**src/rtl/rob.sv**
```systemverilog
// Reorder buffer: multi-issue allocation, multi-port completion, in-order
// multi-slot retirement with mispredict flush.
module rob #(
    parameter int ISSUE_WIDTH_MAX = 2,
    parameter int ROB_MAX_RETIRE  = 2,
    parameter int ROB_SIZE        = 32,
    parameter int CMPL_PORTS      = 2,
    parameter int SRC_LEN         = 5,
    parameter int OPCODE_LEN      = 7,
    parameter int ROB_SIZE_CLOG   = $clog2(ROB_SIZE)
) (
    input  logic                                          clk,
    input  logic                                          rst,
    input  logic [ISSUE_WIDTH_MAX-1:0]                    instr_val_id,
    input  logic [ISSUE_WIDTH_MAX-1:0][OPCODE_LEN-1:0]    opcode_id,
    input  logic [ISSUE_WIDTH_MAX-1:0][SRC_LEN-1:0]       rd_id,
    input  logic [CMPL_PORTS-1:0]                         cmpl_val,
    input  logic [CMPL_PORTS-1:0][ROB_SIZE_CLOG-1:0]      cmpl_robid,
    input  logic [CMPL_PORTS-1:0]                         cmpl_mispredict,
    output logic [ROB_SIZE_CLOG-1:0]                      rob_is_ptr,
    output logic                                          rob_full,
    output logic [ROB_MAX_RETIRE-1:0][SRC_LEN-1:0]        rd_ret,
    output logic [ROB_MAX_RETIRE-1:0]                     val_ret,
    output logic [ROB_MAX_RETIRE-1:0]                     branch_ret,
    output logic                                          branch_clear_id,
    output logic [ROB_SIZE_CLOG-1:0]                      mispredict_tag_id
);

    localparam int CW = ROB_SIZE_CLOG + 1;
    localparam logic [OPCODE_LEN-1:0] S_TYPE  = OPCODE_LEN'(7'b0100011);
    localparam logic [OPCODE_LEN-1:0] SB_TYPE = OPCODE_LEN'(7'b1100011);

    // Stores and branches never write a destination register.
    function automatic logic is_no_rd(input logic [OPCODE_LEN-1:0] op);
        return (op == S_TYPE) | (op == SB_TYPE);
    endfunction

    logic [ROB_SIZE-1:0]      valid_q, valid_d, done_q, done_d;
    logic [ROB_SIZE-1:0]      mp_q, mp_d, no_rd_q, no_rd_d;
    logic [SRC_LEN-1:0]       rd_q [ROB_SIZE];
    logic [SRC_LEN-1:0]       rd_d [ROB_SIZE];
    logic [ROB_SIZE_CLOG-1:0] head_q, head_d, tail_q, tail_d;
    logic [CW-1:0]            count_q, count_d;

    logic [ROB_MAX_RETIRE-1:0][SRC_LEN-1:0] rd_ret_q, rd_ret_d;
    logic [ROB_MAX_RETIRE-1:0]              val_ret_q, branch_ret_q, branch_ret_d;
    logic                                   clear_q;
    logic [ROB_SIZE_CLOG-1:0]               tag_q, tag_d;

    logic [ISSUE_WIDTH_MAX-1:0]                    alloc_s;
    logic [ISSUE_WIDTH_MAX-1:0][ROB_SIZE_CLOG-1:0] alloc_id_s;
    logic [CW-1:0]                                 alloc_cnt_s;
    logic [ROB_MAX_RETIRE-1:0]                     ret_s;
    logic [ROB_MAX_RETIRE-1:0][ROB_SIZE_CLOG-1:0]  ret_id_s;
    logic [CW-1:0]                                 ret_cnt_s;
    logic                                          flush_s;
    logic [ROB_SIZE_CLOG-1:0]                      flush_id_s;
    logic                                          chain_s;

    assign rob_is_ptr        = tail_q;
    assign rob_full          = (CW'(ROB_SIZE) - count_q) < CW'(ISSUE_WIDTH_MAX);
    assign rd_ret            = rd_ret_q;
    assign val_ret           = val_ret_q;
    assign branch_ret        = branch_ret_q;
    assign branch_clear_id   = clear_q;
    assign mispredict_tag_id = tag_q;

    // Slot-ordered allocation: each allocating slot takes the next free robid.
    always_comb begin
        alloc_cnt_s = '0;
        for (int i = 0; i < ISSUE_WIDTH_MAX; i++) begin
            alloc_s[i]    = instr_val_id[i] & ~rob_full;
            alloc_id_s[i] = tail_q + alloc_cnt_s[ROB_SIZE_CLOG-1:0];
            alloc_cnt_s   = alloc_cnt_s + CW'(alloc_s[i]);
        end
    end

    // In-order retire chain; a retiring mispredicted entry ends the chain.
    always_comb begin
        ret_cnt_s  = '0;
        flush_s    = 1'b0;
        flush_id_s = '0;
        chain_s    = 1'b1;
        for (int k = 0; k < ROB_MAX_RETIRE; k++) begin
            ret_id_s[k] = head_q + ROB_SIZE_CLOG'(k);
            ret_s[k]    = chain_s & valid_q[ret_id_s[k]] & done_q[ret_id_s[k]];
            ret_cnt_s   = ret_cnt_s + CW'(ret_s[k]);
            flush_id_s  = (ret_s[k] & mp_q[ret_id_s[k]] & ~flush_s) ? ret_id_s[k] : flush_id_s;
            flush_s     = flush_s | (ret_s[k] & mp_q[ret_id_s[k]]);
            chain_s     = ret_s[k] & ~mp_q[ret_id_s[k]];
        end
    end

    // Per-entry next state: completion, retirement, allocation, flush.
    always_comb begin : entry_next
        logic c_hit, c_mp, r_hit, a_hit, a_nord, sel;
        logic [SRC_LEN-1:0] a_rd;
        for (int e = 0; e < ROB_SIZE; e++) begin
            c_hit  = 1'b0;
            c_mp   = 1'b0;
            r_hit  = 1'b0;
            a_hit  = 1'b0;
            a_nord = 1'b0;
            a_rd   = '0;
            sel    = 1'b0;
            for (int p = 0; p < CMPL_PORTS; p++) begin
                sel   = cmpl_val[p] & (cmpl_robid[p] == ROB_SIZE_CLOG'(e));
                c_hit = c_hit | sel;
                c_mp  = c_mp | (sel & cmpl_mispredict[p]);
            end
            for (int k = 0; k < ROB_MAX_RETIRE; k++) begin
                r_hit = r_hit | (ret_s[k] & (ret_id_s[k] == ROB_SIZE_CLOG'(e)));
            end
            for (int i = 0; i < ISSUE_WIDTH_MAX; i++) begin
                sel    = alloc_s[i] & (alloc_id_s[i] == ROB_SIZE_CLOG'(e));
                a_hit  = a_hit | sel;
                a_rd   = sel ? rd_id[i] : a_rd;
                a_nord = sel ? is_no_rd(opcode_id[i]) : a_nord;
            end
            c_hit = c_hit & valid_q[e];
            if (flush_s) begin
                valid_d[e] = 1'b0;
                done_d[e]  = 1'b0;
                mp_d[e]    = 1'b0;
                no_rd_d[e] = no_rd_q[e];
                rd_d[e]    = rd_q[e];
            end else begin
                valid_d[e] = a_hit | (valid_q[e] & ~r_hit);
                done_d[e]  = ~a_hit & (done_q[e] | c_hit);
                mp_d[e]    = ~a_hit & (mp_q[e] | (c_hit & c_mp));
                no_rd_d[e] = a_hit ? a_nord : no_rd_q[e];
                rd_d[e]    = a_hit ? a_rd : rd_q[e];
            end
        end
    end

    // Pointers, occupancy and retire-output next state.
    always_comb begin
        if (flush_s) begin
            head_d  = flush_id_s + ROB_SIZE_CLOG'(1);
            tail_d  = flush_id_s + ROB_SIZE_CLOG'(1);
            count_d = '0;
            tag_d   = flush_id_s;
        end else begin
            head_d  = head_q + ret_cnt_s[ROB_SIZE_CLOG-1:0];
            tail_d  = tail_q + alloc_cnt_s[ROB_SIZE_CLOG-1:0];
            count_d = count_q + alloc_cnt_s - ret_cnt_s;
            tag_d   = tag_q;
        end
        for (int k = 0; k < ROB_MAX_RETIRE; k++) begin
            rd_ret_d[k]     = ret_s[k] ? rd_q[ret_id_s[k]] : '0;
            branch_ret_d[k] = ret_s[k] & no_rd_q[ret_id_s[k]];
        end
    end

    // Control state and registered retire outputs.
    always_ff @(posedge clk) begin
        if (rst) begin
            valid_q      <= '0;
            done_q       <= '0;
            mp_q         <= '0;
            no_rd_q      <= '0;
            head_q       <= '0;
            tail_q       <= '0;
            count_q      <= '0;
            rd_ret_q     <= '0;
            val_ret_q    <= '0;
            branch_ret_q <= '0;
            clear_q      <= 1'b0;
            tag_q        <= '0;
        end else begin
            valid_q      <= valid_d;
            done_q       <= done_d;
            mp_q         <= mp_d;
            no_rd_q      <= no_rd_d;
            head_q       <= head_d;
            tail_q       <= tail_d;
            count_q      <= count_d;
            rd_ret_q     <= rd_ret_d;
            val_ret_q    <= ret_s;
            branch_ret_q <= branch_ret_d;
            clear_q      <= flush_s;
            tag_q        <= tag_d;
        end
    end

    // Destination payload is qualified by valid, so it needs no reset.
    always_ff @(posedge clk) begin
        rd_q <= rd_d;
    end

endmodule
```
**config.mk**
```make
export PLATFORM = sky130hd
export DESIGN_NAME = rob
export DESIGN_NICKNAME = d
export VERILOG_FILES = /design/src/rtl/rob.sv
export SDC_FILE = /design/constraint.sdc
export NUM_CORES = 1
export LEC_CHECK = 0
export ABC_CLOCK_PERIOD_IN_PS = 6300
export CORE_UTILIZATION = 40
export DETAILED_ROUTE_END_ITERATION = 6
export PLACE_DENSITY_LB_ADDON = 0.05
export SLEW_MARGIN = 0
export SYNTH_ARGS = -nofsm -noshare
export SYNTH_HDL_FRONTEND = slang
export SYNTH_SLANG_ARGS = --single-unit
```
**constraint.sdc**
```tcl
create_clock -name clk -period 6.3 [get_ports clk]
set_clock_uncertainty 0.2 [all_clocks]
set_input_delay 0.63 -clock clk [delete_from_list [all_inputs] [get_ports clk]]
set_output_delay 0.63 -clock clk [all_outputs]
set_load 0.05 [all_outputs]
```
==> key figures, run 1 <==
Timing
  • Hold WS: 0.261 ns
  • Fin. max-slew vios: 0
  • Slew @ Worst Pin: 1.33 ns
  • Slew headroom: 10.7%
  • Hold Fails Final Rpt: 0
  • Clock period minus worst slack: 5.50 ns
  • RSZ-0062 raised after global routing: false
  • Fmax: 182 MHz
  • Fin crit share: 87.3%
  • Final TNS setup: 0 ns
  • Final number of setup-violating endpoints: 0

Worst setup path
  • Crit path DAT: 5.74 ns
  • Worst setup SP type: flip-flop
  • Crit end category: flip-flop
  • CP Class: reg -> reg
  • Worst path required time: 6.54 ns
  • Crit path max fanout: 70

CTS
  • CTS buffer count: 41
  • Clock transition at path regs: 0.06 ns
  • Hold buffers post-CTS: 0
  • Post-CTS setup buffer count: 0
  • Max clock buf depth: 3
  • CTS root buf: clkbuf_16
  • TritonCTS clock tree: done
  • PostCTS Resize Cnt: 0
  • Htree depth: 2
  • Worst skew pair latency: 0.57 ns
  • CTS sink cnt: 324

Power
  • VDD IR max: 0.260 mV
  • Leak pwr: 7.17 nW
  • PD cells: 287 mW/mm^2

Routing
  • DRC: 0
  • Vias/cell: 6.72
  • Routed via count: 16.6k
  • Detail Route Antenna Nets: 0
  • Final wirelength: 72,400 microns
  • DR WL/cell: 29.3 microns
  • Iter 0 DRT Violations: 1,986
  • DRT Pass-1 Iters: 5

Die
  • I/O pin total: 68
  • Die area: 0.0497 sq mm
  • Initial Util: 40.7%
  • CORE AREA: 0.0479 sq mm
  • Row Count: 80
  • Die X: 223 microns
  • Die height: 223 microns

Synth
  • Yosys cell types: 68
  • Syn Inst Count: 1,832
  • Top-area cell type share of the netlist area: 24.6%
  • Syn avg cell area: 10.7 sq um
  • Post-synth EDFFs: 160
  • Yosys top cell by area: edfxtp_1
  • Sequential fraction of the synthesis area: 41.4%
  • Synth top cells by count: nand2_1 (209), dfxtp_1 (164), a22o_1 (161)
  • Syn Nets: 1,903
  • Most frequent cell after synthesis: nand2_1
  • FFs w/ async S/R, synth: 0%
  • Prevailing post-synth register cell: dfxtp_1
  • Synth warnings: 0
  • Cells taking the most area after synthesis: edfxtp_1 (25%), dfxtp_1 (17%), mux4_2 (17%)
  • Yosys reg bits: 324
  • Cell area after synthesis: 0.0195 sq mm

Finish
  • Nets: 1,899
  • Share of cells above drive strength 1: 15.1%
  • Inserted Diodes: 0
  • Area growth syn-to-layout: 12.7%
  • Fill cells: 4,470

Outcome
  • Status: complete, no violations

Global route
  • Initial antenna violation count: 0
  • Tot GR Track Use: 29.2%
  • Remaining Overflow, GRT: 0
  • Vias in the first global route: 15.9k
  • Largest net degree at the start of global routing: 79
  • First-pass GRT wire length: 107,000 microns

Placed design
  • Detailed-placement wirelength estimate: 52,700 microns
  • Routability cong.: 0.896
  • Buffers on Ports: 65

Worst hold path
  • Worst hold path class: reg -> reg

Job
  • Max Cap Viol: 0
sequential cells by signal, indices dropped and copies added, names as in the netlist, 2 cells and up:
name               cells
branch_ret             2
count_q                6
done_q                32
head_q                 5
valid_q               32
rd_ret                10
mispredict_tag_id      5
val_ret                2
rob_is_ptr             5
mp_q                  32
no_rd_q               32
rd_q                 160
area by class of cell:
| type | instances | area, sq um | share of cell area (%) |
|---|---|---|---|
| multi-input cells | 1339 | 10700 | 48.8 |
| flip-flops and latches | 324 | 8100 | 36.8 |
| clock buffers | 58 | 1200 | 5.47 |
| repair buffers | 98 | 898 | 4.08 |
| well taps | 615 | 769 | 3.50 |
| clock inverters | 16 | 198 | 0.899 |
| inverters | 24 | 90.1 | 0.410 |
kinds of logic (layout without fill, tap and decap cells):
group           count (synthesis)  after routing  synth area share (%)
compound gates                603            603                  21.8
simple gates                  530            530                  12.7
flops                         324            324                  41.4
buf+inv                       169            196                  3.80
mux                           155            155                  17.2
fa+ha+maj                      29             29                  2.01
xor+xnor                       22             22                  1.03
worst paths after layout:
path,cells after the start,slack [ns],to,startpoint
min reg2reg,2,0.26,mispredict_tag_id[0]$_SDFFE_PP0N_,mispredict_tag_id[0]$_SDFFE_PP0N_
max,21,0.80,count_q[5]$_SDFF_PP0_,head_q[1]$_SDFF_PP0_
max reg2reg,21,0.80,count_q[5]$_SDFF_PP0_,head_q[1]$_SDFF_PP0_
min,2,0.26,mispredict_tag_id[0]$_SDFFE_PP0N_,mispredict_tag_id[0]$_SDFFE_PP0N_
report_power, final:
part | leakage (nW) | switching, mW | total [mW] | internal (mW)
Sequential | 2.96 | 0.114 | 2.46 | 2.35
Clock | 0.681 | 0.960 | 2.46 | 1.50
Combinational | 3.53 | 0.930 | 1.39 | 0.457
Total | 7.17 | 2.00 | 6.30 | 4.30
metrics by stage:
step	util (%)	instance area [sq um]	instances	power, mW	worst slack (ns)
finish	45.9	22000	2474	6.30	0.797
global route	45.9	22000	2474	6.54	0.338
CTS	45.9	22000	2474	6.31	0.775
detailed placement	43.0	20600	2400	3.86	0.802
global placement	43.0	20600	2400	3.85	0.857
floorplan	-	19500	1832	3.34	0.195
worst max-delay path: stages, from the launching register on:
cell and delay [ns]:
dfxtp_4 0.56, buf_12 0.46, ha_1 0.47, xor2_4 0.21, buf_4 0.45, nand2_1 0.11
a31oi_1 0.34, o21bai_1 0.18, a21oi_2 0.13, nor2_4 0.29, ha_1 0.30, fa_1 0.43
inv_1 0.10, ha_1 0.23, a21o_1 0.17, a21oi_1 0.23, nor2_1 0.07, nor2_1 0.09
nor2_1 0.05, nor2_1 0.10, xnor2_1 0.12, nor2_1 0.05
layout by cell type (no fill, tap or decap), drive strengths merged, types with 25 or more instances in the layout:
master | netlist | final
nor3 | 74 | 74
nand2b | 45 | 45
nand3 | 47 | 47
o21ai | 45 | 45
o22ai | 69 | 69
edfxtp | 160 | 160
a21oi | 118 | 118
a211oi | 63 | 63
clkbuf | 88 | 58
dfxtp | 164 | 164
buf | 57 | 38
clkdlybuf4s50 | 0 | 60
a31oi | 63 | 63
inv | 23 | 25
nor2 | 88 | 88
nand2 | 209 | 209
mux4 | 145 | 145
o221ai | 31 | 31
ha | 25 | 25
a22o | 161 | 161
routing by layer:
metal / up-vias / global-route usage [%] / part of all wire, % / wire [microns]
li1: 7290 / - / - / -
met4: 0 / 7.34 / 2.1 / 1530
met3: 100 / 4.77 / 7.8 / 5680
met2: 824 / 45.7 / 46 / 33400
met5: - / 0 / 0 / 0
met1: 8422 / 42.0 / 44 / 31800
(Power assumes the default switching activity.)
==> run 2, diff against run 1 <==
PLACE_DENSITY = 0.63   (was default)
PLACE_DENSITY_LB_ADDON = default   (was 0.05)
SLEW_MARGIN = default   (was 0)
==> key figures, run 2 (synthesis gave the netlist of run 1 again) <==
CTS
  • Hold buffers post-CTS: 0 (unchanged)
  • CTS buffer count: 38 (was 41)
  • CTS sink cnt: 324 (unchanged)
  • Htree depth: 2 (unchanged)
  • Post-CTS setup buffer count: 0 (unchanged)
  • Clock transition at path regs: 0.06 ns (about the same)
  • PostCTS Resize Cnt: 0 (unchanged)
  • Worst skew pair latency: 0.56 ns (was 0.57 ns)
  • Max clock buf depth: 3 (unchanged)
  • CTS root buf: clkbuf_16 (unchanged)
  • TritonCTS clock tree: done (unchanged)

Power
  • Seq pwr share: 41.0% (was 39.1%)
  • Leak pwr: 7.03 nW (was 7.17 nW)
  • VDD IR max: 0.276 mV (was 0.260 mV)
  • Clk pwr share: 36.7% (was 38.9%)
  • NetSw: 1.92 mW (was 2.00 mW)
  • P_int: 4.09 mW (was 4.30 mW)
  • PD cells: 276 mW/mm^2 (was 287 mW/mm^2)
  • Logic pwr share: 22.3% (was 22.0%)
  • Fraction of power spent switching nets: 32.0% (was 31.8%)

Routing
  • Iter 0 DRT Violations: 2,070 (was 1,986)
  • DRT Pass-1 Iters: 5 (unchanged)
  • Routed via count: 16.8k (was 16.6k)
  • DRC: 0 (unchanged)
  • Final wirelength: 67,500 microns (was 72,400 microns)
  • DR WL/cell: 27.4 microns (was 29.3 microns)
  • Vias/cell: 6.84 (was 6.72)
  • Detail Route Antenna Nets: 0 (unchanged)

Timing
  • Final TNS setup: 0 ns (unchanged)
  • Final worst setup slack: 0.831 ns (was 0.797 ns)
  • Fin crit share: 86.8% (was 87.3%)
  • Slew headroom: 24.3% (was 10.7%)
  • Clock period minus worst slack: 5.47 ns (was 5.50 ns)
  • Slew @ Worst Pin: 1.13 ns (was 1.33 ns)
  • Fin. max-slew vios: 0 (unchanged)
  • Fmax: 183 MHz (was 182 MHz)
  • Hold Fails Final Rpt: 0 (unchanged)
  • RSZ-0062 raised after global routing: false (unchanged)
  • Final number of setup-violating endpoints: 0 (unchanged)

Die
  • Die height: 223 microns (unchanged)
  • Die X: 223 microns (unchanged)
  • Initial Util: 40.7% (unchanged)
  • Row Count: 80 (unchanged)
  • CORE AREA: 0.0479 sq mm (unchanged)
  • Die area: 0.0497 sq mm (unchanged)
  • I/O pin total: 68 (unchanged)

Finish
  • Share of cells above drive strength 1: 14.4% (was 15.1%)
  • Fill cells: 4,420 (was 4,470)
  • Area growth syn-to-layout: 11.3% (was 12.7%)
  • Register with the most flip-flops: rd_q (unchanged)
  • Nets: 1,886 (was 1,899)
  • Max reg flops: 160 (unchanged)
  • Commonest non-fill, non-tap cells in the layout: nand2_1 (209), a22o_1 (161), dfxtp_1 (160), edfxtp_1 (160), mux4_2 (145) (unchanged)
  • Commonest non-fill, non-tap cell in the layout: nand2_1 (unchanged)

Worst setup path
  • Worst setup SP type: flip-flop (unchanged)
  • Worst path bufs/invs: 2 (was 3)
  • CP Class: reg -> reg (unchanged)
  • Cell repeated most along the worst path: nor2_1 (unchanged)
  • Critical path's top delay family: adder cells (unchanged)
  • Slowest CP cell: ha_4 (was dfxtp_4)
  • CP Cell Sequence: clkinv_1, ha_4, mux4_2, mux4_2, nor2_1, a211o_1, nor2_4, ha_1, fa_1, inv_1, ha_1, a21o_1, a21oi_1, nor2_1, nor2_1, nor2_1, nor2_1, xnor2_1, nor2_1 (was buf_12, ha_1, xor2_4, buf_4, nand2_1, a31oi_1, o21bai_1, a21oi_2, nor2_4, ha_1, fa_1, inv_1, ha_1, a21o_1, a21oi_1, nor2_1, nor2_1, nor2_1, nor2_1, xnor2_1, nor2_1)
  • Worst path required time: 6.54 ns (about the same)
  • Crit path max fanout: 32 (was 70)
  • Crit end category: flip-flop (unchanged)
  • Crit path DAT: 5.70 ns (was 5.74 ns)
  • Worst stage delay on the critical path: 0.80 ns (was 0.56 ns)

Outcome
  • Status: complete, no violations (unchanged)

Worst hold path
  • Worst hold path class: reg -> reg (unchanged)

Placed design
  • Pre-CTS setup slack: 0.859 ns (was 0.802 ns)
  • Routability cong.: 0.971 (was 0.896)
  • Detailed-placement wirelength estimate: 48,700 microns (was 52,700 microns)
  • Buffers on Ports: 65 (unchanged)

Job
  • Max Cap Viol: 0 (unchanged)

Global route
  • First-pass GRT wire length: 101,000 microns (was 107,000 microns)
  • Remaining Overflow, GRT: 0 (unchanged)
  • Tot GR Track Use: 27.0% (was 29.2%)
  • Vias in the first global route: 16.1k (was 15.9k)
  • Initial antenna violation count: 2 (was 0)
  • Largest net degree at the start of global routing: 135 (was 79)
run 2: cell types whose count changed in the layout (fill, tap and decap cells not counted), sizes merged, moves of 2 or more:
cell	delta
clkdlybuf4s50	-2
bufinv	-2
clkbuf	-6
buf	-8
clkinv	+2
run 2: metrics by stage:
stage               power (mW)  util [%]  instances  hold WS [ns]  instance area (sq um)
finish                    6.01      45.3       2459         0.265                  21700
global route              6.20      45.3       2459         0.289                  21700
CTS                       5.98      45.3       2458         0.266                  21700
detailed placement        3.81      42.8       2390         0.255                  20500
global placement          3.78      42.8       2390         0.250                  20500
floorplan                 3.34         -       1832         0.284                  19500
run 2: final timing paths:
kind	from	to	slack, ns	depth (start not counted)
worst max-delay path	head_q[0]$_SDFF_PP0_	count_q[5]$_SDFF_PP0_	0.83	19
worst min-delay path	mispredict_tag_id[0]$_SDFFE_PP0N_	mispredict_tag_id[0]$_SDFFE_PP0N_	0.26	2
worst max register to register	head_q[0]$_SDFF_PP0_	count_q[5]$_SDFF_PP0_	0.83	19
worst min register to register	mispredict_tag_id[0]$_SDFFE_PP0N_	mispredict_tag_id[0]$_SDFFE_PP0N_	0.26	2
run 2: power by group through the flow:
stage	logic (mW)	registers (mW)	clock network [mW]
final	1.34	2.46	2.20
after global routing	1.42	2.47	2.30
after CTS	1.31	2.46	2.22
after detailed placement	1.30	2.50	0
after global placement	1.29	2.50	0
after floorplan	0.863	2.48	0
run 2: layout make-up:
type / instances / area, sq um / area share, %
diodes: 1 / 2.50 / 0.0115
multi-input cells: 1339 / 10700 / 49.4
inverters: 24 / 90.1 / 0.414
repair buffers: 88 / 813 / 3.74
clock inverters: 16 / 140 / 0.645
well taps: 615 / 769 / 3.54
flip-flops and latches: 324 / 8100 / 37.2
clock buffers: 52 / 1080 / 4.99
run 2: worst reg2reg max path, delay by kind of cell (launching register included):
family	cells	cell delay, ns
mux	2	1.15
xor+xnor	1	0.13
buf+inv	2	0.42
compound gates	3	0.62
fa+ha+maj	4	1.83
flops	1	0.35
simple gates	7	0.64
run 2: metal layers:
layer / GRT usage [%] / up-vias / part of all wire, %
met1: 36.7 / 8271 / 39
met5: 0 / - / 0
met4: 11.7 / 0 / 4.6
met2: 42.2 / 1103 / 45
li1: - / 7261 / -
met3: 4.98 / 180 / 11
==> run 3, diff against run 2 <==
HOLD_SLACK_MARGIN = 0.05   (was default)
==> results of run 3 <==
No change in the layout: final DEF, timing and power equal those of run 2.
